`config.mk`:
```
export PLATFORM = sky130hd
export DESIGN_NAME = guess_game_ctrl
export DESIGN_NICKNAME = d
export VERILOG_FILES = /design/src/rtl/guess_game_ctrl_pkg.sv /design/src/rtl/guess_game_ctrl_lfsr8.sv /design/src/rtl/guess_game_ctrl.sv
export SDC_FILE = /design/constraint.sdc
export NUM_CORES = 1
export LEC_CHECK = 0
export ABC_AREA = 1
export BUFFER_PORTS_ARGS = -buffer_cell sky130_fd_sc_hd__buf_4
export CORE_UTILIZATION = 55
export CTS_BUF_LIST = sky130_fd_sc_hd__clkbuf_16
export CTS_CLUSTER_DIAMETER = 40
export DETAILED_ROUTE_END_ITERATION = 8
export PLACE_DENSITY = 0.74
export REMOVE_ABC_BUFFERS = 1
export SLEW_MARGIN = 20
export SYNTH_ARGS = -nofsm -noshare
export SYNTH_HDL_FRONTEND = slang
export SYNTH_SLANG_ARGS = --single-unit
```
`constraint.sdc`:
```
create_clock -name clk_50M -period 4.71 [get_ports clk_50M]
set_input_delay 0.2355 -clock clk_50M [delete_from_list [all_inputs] [get_ports clk_50M]]
set_output_delay 0.2355 -clock clk_50M [all_outputs]
set_load 0.01 [all_outputs]
```
`src/rtl/guess_game_ctrl_pkg.sv`:
```
// Shared types and constants for the keypad guessing game controller.
package guess_game_pkg;

    typedef enum logic [2:0] {
        IDLE  = 3'd0,
        ENTRY = 3'd1,
        CHECK = 3'd2,
        WIN   = 3'd3,
        LOSE  = 3'd4
    } state_e;

    localparam logic [3:0] KEY_ENTER = 4'hA;
    localparam logic [3:0] KEY_CLEAR = 4'hB;
    localparam logic [3:0] KEY_NEW   = 4'hF;
    localparam logic [3:0] BLANK     = 4'hF;

    localparam logic [1:0] RES_NONE = 2'b00;
    localparam logic [1:0] RES_LOW  = 2'b01;
    localparam logic [1:0] RES_HIGH = 2'b10;
    localparam logic [1:0] RES_WIN  = 2'b11;

    function automatic logic [7:0] bcd2(input logic [6:0] v);
        return {4'(v / 7'd10), 4'(v % 7'd10)};
    endfunction

endpackage

```
`src/rtl/guess_game_ctrl_lfsr8.sv`:
```
// Free-running 8-bit Fibonacci LFSR, x^8+x^6+x^5+x^4+1.
module lfsr8 #(
    parameter logic [7:0] SEED = 8'hA5
) (
    input  logic       clk_i,
    input  logic       rst_i,
    output logic [7:0] lfsr_o
);

    logic [7:0] lfsr_q;
    logic [7:0] lfsr_d;

    always_comb begin
        lfsr_d = {lfsr_q[6:0], lfsr_q[7] ^ lfsr_q[5] ^ lfsr_q[4] ^ lfsr_q[3]};
    end

    always_ff @(posedge clk_i) begin
        if (rst_i) lfsr_q <= SEED;
        else       lfsr_q <= lfsr_d;
    end

    assign lfsr_o = lfsr_q;

endmodule

```
`src/rtl/guess_game_ctrl.sv`:
```
// Guessing game sequencer: key events in, BCD display data out.
// Define GUESS_HINT_EN to report too-high (10) separately from too-low.
module guess_game_ctrl
    import guess_game_pkg::*;
#(
    parameter int unsigned MAX_TRIES = 10,
    parameter logic [7:0]  SEED      = 8'hA5
) (
    input  logic        clk_50M,
    input  logic        RSTn,
    input  logic        key_valid,
    input  logic [3:0]  key_code,
    output logic [15:0] disp_data,
    output logic [7:0]  tries,
    output logic [1:0]  result,
    output logic [2:0]  state_o,
    output logic        game_over
);

    localparam logic [6:0] MT7 = 7'(MAX_TRIES);

    state_e      state_q, state_d;
    logic [3:0]  tens_q, tens_d;
    logic [3:0]  ones_q, ones_d;
    logic        fresh_q, fresh_d;
    logic [6:0]  tries_q, tries_d;
    logic [1:0]  result_q, result_d;
    logic [6:0]  secret_q, secret_d;
    logic [15:0] disp_q, disp_d;
    logic        over_q, over_d;

    logic [7:0]  lfsr;
    logic        unused_lfsr_msb;
    logic [6:0]  new_secret;
    logic [6:0]  guess_val;
    logic [6:0]  tries_inc;
    logic [1:0]  wrong_res;
    logic        is_digit;

    lfsr8 #(.SEED(SEED)) u_lfsr (
        .clk_i  (clk_50M),
        .rst_i  (RSTn),
        .lfsr_o (lfsr)
    );

    assign unused_lfsr_msb = lfsr[7];
    assign new_secret = (lfsr[6:0] >= 7'd100) ? lfsr[6:0] - 7'd100 : lfsr[6:0];
    assign is_digit   = (key_code <= 4'd9);
    // A blank tens digit counts as zero.
    assign guess_val  = ((tens_q == BLANK) ? 7'd0 : {3'b0, tens_q} * 7'd10)
                      + {3'b0, ones_q};
    assign tries_inc  = (tries_q >= MT7) ? MT7 : tries_q + 7'd1;

`ifdef GUESS_HINT_EN
    assign wrong_res = (guess_val < secret_q) ? RES_LOW : RES_HIGH;
`else
    assign wrong_res = RES_LOW;
`endif

    always_comb begin
        state_d  = state_q;
        tens_d   = tens_q;
        ones_d   = ones_q;
        fresh_d  = fresh_q;
        tries_d  = tries_q;
        result_d = result_q;
        secret_d = secret_q;
        if (state_q == CHECK) begin
            tries_d = tries_inc;
            fresh_d = 1'b1;
            if (guess_val == secret_q) begin
                result_d = RES_WIN;
                state_d  = WIN;
            end else begin
                result_d = wrong_res;
                state_d  = (tries_inc == MT7) ? LOSE : ENTRY;
            end
        end else if (key_valid && key_code == KEY_NEW) begin
            state_d  = ENTRY;
            secret_d = new_secret;
            tens_d   = BLANK;
            ones_d   = BLANK;
            fresh_d  = 1'b0;
            tries_d  = '0;
            result_d = RES_NONE;
        end else if (state_q == ENTRY && key_valid) begin
            unique case (1'b1)
                is_digit: begin
                    tens_d  = fresh_q ? BLANK : ones_q;
                    ones_d  = key_code;
                    fresh_d = 1'b0;
                end
                (key_code == KEY_CLEAR): begin
                    tens_d  = BLANK;
                    ones_d  = BLANK;
                    fresh_d = 1'b0;
                end
                (key_code == KEY_ENTER): begin
                    if (ones_q != BLANK) state_d = CHECK;
                end
                default: ;
            endcase
        end
    end

    // Display is built from next-state values so it lands with the state.
    assign disp_d[15:8] = (state_d == IDLE) ? {BLANK, BLANK} : bcd2(tries_d);
    assign disp_d[7:0]  = (state_d == LOSE) ? bcd2(secret_d) : {tens_d, ones_d};
    assign over_d       = (state_d == WIN) || (state_d == LOSE);

    always_ff @(posedge clk_50M) begin
        if (RSTn) begin
            state_q  <= IDLE;
            tens_q   <= BLANK;
            ones_q   <= BLANK;
            fresh_q  <= 1'b0;
            tries_q  <= '0;
            result_q <= RES_NONE;
            secret_q <= '0;
            disp_q   <= 16'hFFFF;
            over_q   <= 1'b0;
        end else begin
            state_q  <= state_d;
            tens_q   <= tens_d;
            ones_q   <= ones_d;
            fresh_q  <= fresh_d;
            tries_q  <= tries_d;
            result_q <= result_d;
            secret_q <= secret_d;
            disp_q   <= disp_d;
            over_q   <= over_d;
        end
    end

    assign disp_data = disp_q;
    assign tries     = {1'b0, tries_q};
    assign result    = result_q;
    assign state_o   = state_q;
    assign game_over = over_q;

endmodule
```
==> results of run 1 <==
[layer usage]
layer | global-route usage | wire [um] | up-vias
met5 | 0 | 0 | -
met4 | 0.0696 | 59 | 0
met3 | 0.0375 | 209 | 6
met2 | 0.398 | 3290 | 48
met1 | 0.329 | 3700 | 1337
li1 | - | - | 1562
[worst max path at each step]
stage / startpoint / endpoint / slack [ns]
floorplan: u_lfsr.lfsr_o[3]$_SDFF_PP0_ / disp_data[1]$_SDFF_PP1_ / 1.44
global placement: u_lfsr.lfsr_o[3]$_SDFF_PP0_ / disp_data[1]$_SDFF_PP1_ / 1.15
detailed placement: u_lfsr.lfsr_o[3]$_SDFF_PP0_ / disp_data[2]$_SDFF_PP1_ / 1.05
CTS: u_lfsr.lfsr_o[3]$_SDFF_PP0_ / disp_data[2]$_SDFF_PP1_ / 1.03
global route: u_lfsr.lfsr_o[3]$_SDFF_PP0_ / disp_data[1]$_SDFF_PP1_ / 0.52
finish: u_lfsr.lfsr_o[3]$_SDFF_PP0_ / disp_data[2]$_SDFF_PP1_ / 1.01
[sequential cells by signal (all words and copies together), names as in the netlist]
name           flops
game_over          1
tries_q            7
result             2
secret_q           7
fresh_q            1
u_lfsr.lfsr_o      8
disp_data         16
ones_q             4
state_o            3
tens_q             4
[area by class of cell]
cell class	instances	area share
Clock buffer	5	0.0322
Clock inverter	3	0.0119
Inverter	75	0.0737
Multi-Input combinational cell	336	0.518
Sequential cell	53	0.273
Tap cell	75	0.0241
Timing Repair Buffer	35	0.0675
[cells in the final DEF (no fill, tap or decap), types with 2 or more instances in the layout]
cell type | Yosys | routed
nand2_1 | 105 | 105
inv_1 | 60 | 60
nor2_1 | 53 | 53
dfxtp_1 | 53 | 53
buf_4 | 1 | 35
nand3_1 | 25 | 25
o21ai_0 | 16 | 16
nand2_2 | 15 | 15
ha_1 | 15 | 15
nand2_4 | 14 | 14
nand4_1 | 12 | 12
inv_2 | 11 | 11
a21oi_1 | 11 | 11
xor2_1 | 10 | 10
nand3_2 | 7 | 7
o21ai_1 | 7 | 7
xnor2_1 | 5 | 5
clkbuf_16 | 0 | 5
nor2_8 | 3 | 3
nor2_2 | 3 | 3
a21oi_2 | 3 | 3
a31oi_1 | 3 | 3
nor3_1 | 3 | 3
inv_4 | 2 | 2
o21ai_4 | 2 | 2
o22ai_1 | 2 | 2
clkinv_1 | 2 | 2
nand3_4 | 2 | 2
nor4_1 | 2 | 2
o32ai_1 | 2 | 2
or2_2 | 2 | 2
o211ai_1 | 2 | 2
fa_1 | 2 | 2
[power groups by stage]
| stage | logic, mW | clock network, mW | registers [mW] |
|---|---|---|---|
| after floorplan | 0.0713 | 0 | 0.474 |
| after global placement | 0.0970 | 0 | 0.474 |
| after detailed placement | 0.0992 | 0 | 0.474 |
| after CTS | 0.0997 | 0.423 | 0.464 |
| after global routing | 0.112 | 0.447 | 0.465 |
| final | 0.0995 | 0.419 | 0.464 |
[worst max-delay path, delay by kind of cell, from the launching register on]
kind / cells / cell delay, ns
simple gates: 25 / 2.10
fa+ha+maj: 4 / 0.71
flops: 1 / 0.40
buf+inv: 6 / 0.40
[metrics by stage]
step | hold WS, ns | instances | instance area (um^2) | power, mW
floorplan | 0.305 | 464 | 3360 | 0.545
global placement | 0.470 | 574 | 3720 | 0.571
detailed placement | 0.472 | 574 | 3720 | 0.573
CTS | 0.317 | 582 | 3890 | 0.986
global route | 0.327 | 582 | 3890 | 1.02
finish | 0.316 | 582 | 3890 | 0.982
[logic make-up (layout without fill, tap and decap cells)]
family | Yosys count | after routing | share of synthesized area
AND/OR/NAND/NOR | 249 | 249 | 0.382
buffers and inverters | 82 | 118 | 0.0940
AO/OA/AOI/OAI | 54 | 54 | 0.104
flip-flops | 53 | 53 | 0.313
adder cells (fa/ha/maj) | 17 | 17 | 0.0671
XOR/XNOR | 15 | 15 | 0.0387
other | 1 | 1 | 0.00110
==> results.toml, run 1 <==
[placement]
dpl.hpwl_mm = 5.77
port_buffers = 35
dp_slack_ns = 1.05
place.gp.congestion = 0.863

[critical_path]
slowest_stage = "dfxtp_1"
rrSetupSlack_ns = 1.01
slowest_delay_ns = 0.40
cp.arrival_ns = 3.89
worstPathMaxFanout = 5
rr_endpoint = "disp_data[2]$_SDFF_PP1_"
end_kind = "flip-flop"
critPathKind = "reg -> reg"
required_ns = 4.90
timing.rr.start = "u_lfsr.lfsr_o[3]$_SDFF_PP0_"
start_kind = "flip-flop"
cp_common_cell = "nand2_1"
reg2reg_depth = 35

[clocking]
cts_max_path_buffers = 2
cts_resized = 0
clkTransAtPathRegs_ns = 0.07
cts_made_buffers = 5
insertion_delay_ns = 0.29
cts_tree = "yes"
postCtsHoldBufs = 0
post-cts-setup-buffers = 0
cts-root-buf = "clkbuf_16"
cts_sinks = 53
cts_htree_levels = 2

[grt]
grt_pass1_vias = 2718
grt_overflow_total = 0
grt_first_pass_wirelength_mm = 12.2
grt_util_all_layers = 0.244
antenna_found_initial = 0
grt_max_degree = 28

[timing]
slew_headroom = 0.552
finClkSkew_ns = 0.00702
fin_crit_ns = 3.70
fin_setup_tns_ns = 0
tightestPinTransition_ns = 0.667
postLayoutSetupSlackWorst_ns = 1.01
grt_setup_unrepaired = "false"
hold_viol = 0
setup_viol = 0
slew_violations = 0
min_period_over_period = 0.786
fmaxAchievable_mhz = 270

[yosys]
ys_async_sr_fraction = 0
synth_top_cell_by_area = "dfxtp_1"
synth.distinct_cells = 44
ys_warn_count = 0
synth.top_cell.area_share = 0.313
ys_seq_elements = 53
synthTopCellsByArea = "dfxtp_1 31%, nand2_1 12%, inv_1 6.6%, nor2_1 5.9%, ha_1 5.5%"
synth_area_per_cell_um2 = 7.21
synth.most_common_cell = "nand2_1"
synthCells = 471
synth_edf_count = 0
ys.flop_type = "dfxtp_1"
synthTopCellsByCount = "105 x nand2_1, 60 x inv_1, 53 x dfxtp_1, 53 x nor2_1, 25 x nand3_1"
synth_area_um2 = 3390
ys_seq_area_frac = 0.313

[power_and_ir_drop]
powerDensity_nw_per_um2 = 252
ir_worst_vdd_mv = 0.225
seq_power_share = 0.472
cellLeakagePower_nw = 1.94
clock_power_share = 0.427
combPwrFrac = 0.101
switching_power_uw = 239
switching_share = 0.243
p_int_uw = 744

[finish]
final_util = 0.657
fillers = 528
multi_input_area_um2 = 2010
nets = 530
drive_gt1_frac = 0.221
syn_to_final_growth_pct = 14.6
antennaDiodeCount = 0
regArea_um2 = 1060

[worst_hold_path]
hold_path.class = "in -> reg"
min-delay-start = "RSTn"
min_to = "u_lfsr.lfsr_o[3]$_SDFF_PP0_"
whs_path_depth = 2

[drt]
drc = 0
drt_iter0_markers = 180
drt-total-wl_mm = 7.26
vias = 2953
ant_nets = 0
avgViaCountPerCell = 5.07
dr.pass1.iters = 4
wire_per_inst_um = 12.5

[floorplan]
core_um2 = 5920
die-area_um2 = 6490
boundaryPins = 37
rows = 28
die_y_um = 80.6
die_w_um = 80.6
initial_core_util = 0.573

[status]
outcome = "complete, no violations"

[run]
cap_violations = 0
Note: power is estimated with default switching activity, not from simulation.
==> run 2, diff against run 1 <==
clock period = 3.53 ns   (was 4.71 ns; I/O delays follow)
==> results.toml, run 2 (synthesis results as in run 1) <==
[timing]
postLayoutSetupSlackWorst_ns = 0.198
min_period_over_period = 0.944
fin_crit_ns = 3.33
slew_violations = 0
fmaxAchievable_mhz = 300
hold_viol = 0
grt_setup_unrepaired = "true"
tightestPinTransition_ns = 0.694
slew_headroom = 0.533
finClkSkew_ns = 0.00627
setup_viol = 0
fin_setup_tns_ns = 0

[grt]
grt_first_pass_wirelength_mm = 12.3
use_met3 = 0.0352
grt.busiest_layer = "met2"
grt_overflow_total = 0
grt_util_all_layers = 0.243
antenna_found_initial = 0
global_route.usage.met2 = 0.408
grtUsageMet1 = 0.320
grt_pass1_vias = 2772
grt_max_degree = 28

[critical_path]
end_kind = "flip-flop"
start_kind = "flip-flop"
critPathKind = "reg -> reg"
slowest_stage = "dfxtp_2"
required_ns = 3.72
cp_top_family = "simple AND/OR/NAND/NOR gates"
slowest_delay_ns = 0.34
worstPathMaxFanout = 5
cp_common_cell = "nand2_4"
cp.arrival_ns = 3.52
cp_num_buf_inv = 6

[drt]
dr.pass1.iters = 6
ant_nets = 0
wire_per_inst_um = 13.2
drt_iter0_markers = 183
vias = 3090
drc = 0
drt-total-wl_mm = 7.93
avgViaCountPerCell = 5.16

[finish]
drive_gt1_frac = 0.296
final_common_cell = "nand2_1"
regArea_um2 = 1060
final_cells = 599
syn_to_final_growth_pct = 22.5
fillers = 508
final_cell_mix = "96 x nand2_1, 55 x inv_1, 52 x buf_4, 51 x nor2_1, 51 x dfxtp_1"
largest_reg_flops = 16
antennaDiodeCount = 0
nets = 547
final_util = 0.702
multi_input_area_um2 = 2150

[run]
cap_violations = 0

[placement]
dp_slack_ns = -0.0739
port_buffers = 35
placedCellCount = 578
dpl.hpwl_mm = 5.84
place.gp.congestion = 0.885

[clocking]
insertion_delay_ns = 0.29
cts_sinks = 53
cts_made_buffers = 5
cts-root-buf = "clkbuf_16"
cts_max_path_buffers = 2
cts_htree_levels = 2
postCtsHoldBufs = 0
cts_tree = "yes"
clkTransAtPathRegs_ns = 0.07

[floorplan]
core_um2 = 5920
initial_core_util = 0.573
rows = 28
boundaryPins = 37
die_w_um = 80.6
die-area_um2 = 6490
die_y_um = 80.6

[status]
outcome = "complete, no violations"

[power_and_ir_drop]
powerDensity_nw_per_um2 = 323
cellLeakagePower_nw = 2.05
ir_worst_vdd_mv = 0.294
finalPower_mw = 1.34

[worst_hold_path]
hold_path.class = "in -> reg"
## run 2: cell types whose count changed in the layout (fill, tap and decap cells not counted), sizes merged
cell / before / now
buf: 35 / 52
## run 2: cell type report
cell class / instances / area share
clock inverters: 3 / 0.0111
clock buffers: 5 / 0.0301
multi-input cells: 336 / 0.518
flip-flops and latches: 53 / 0.256
repair buffers: 52 / 0.0939
inverters: 75 / 0.0689
well taps: 75 / 0.0226
## run 2: worst reg2reg max path: cells and delay by family, from the launching register on
family	cells	cell delay (ns)
DFF	1	0.34
and+or+nand+nor	25	1.94
buffers and inverters	6	0.33
adders and majority gates	4	0.61
## run 2: metal layers
layer,routed length (um),vias up,share of wire
met4,173,0,0.022
met2,3700,78,0.47
met1,3730,1396,0.47
met3,327,14,0.041
li1,-,1602,-
met5,0,-,0
## run 2: worst paths after layout
kind                                    start                          end  slack [ns]  cells after the start
setup reg to reg  u_lfsr.lfsr_o[3]$_SDFF_PP0_      disp_data[1]$_SDFF_PP1_        0.20                     35
hold / removal                           RSTn  u_lfsr.lfsr_o[6]$_SDFF_PP0_        0.25                      2
hold reg to reg   u_lfsr.lfsr_o[3]$_SDFF_PP0_  u_lfsr.lfsr_o[4]$_SDFF_PP0_        0.45                      2
setup / recovery  u_lfsr.lfsr_o[3]$_SDFF_PP0_      disp_data[1]$_SDFF_PP1_        0.20                     35
## run 2: repair_timing
| item | CTS | global route |
|---|---|---|
| resized for setup | 2 | 36 |
| buffers inserted | 1 | 12 |
| setup endpoints to repair | 3 | 7 |
| pin swaps | 2 | 17 |
## run 2: where the power goes
| group | internal, mW | total [mW] | switching [mW] | leakage (nW) |
|---|---|---|---|---|
| sequential | 0.610 | 0.618 | 0.00840 | 0.431 |
| clock | 0.336 | 0.560 | 0.224 | 0.0800 |
| combinational | 0.0638 | 0.165 | 0.101 | 1.54 |
## run 2: metrics by stage
step	instance area (um^2)	hold slack, ns
2_1_floorplan	3360	0.246
4_1_cts	3930	0.258
5_1_grt	4160	0.269
3_5_place_dp	3750	0.461
3_3_place_gp	3750	0.461
6_report	4160	0.254
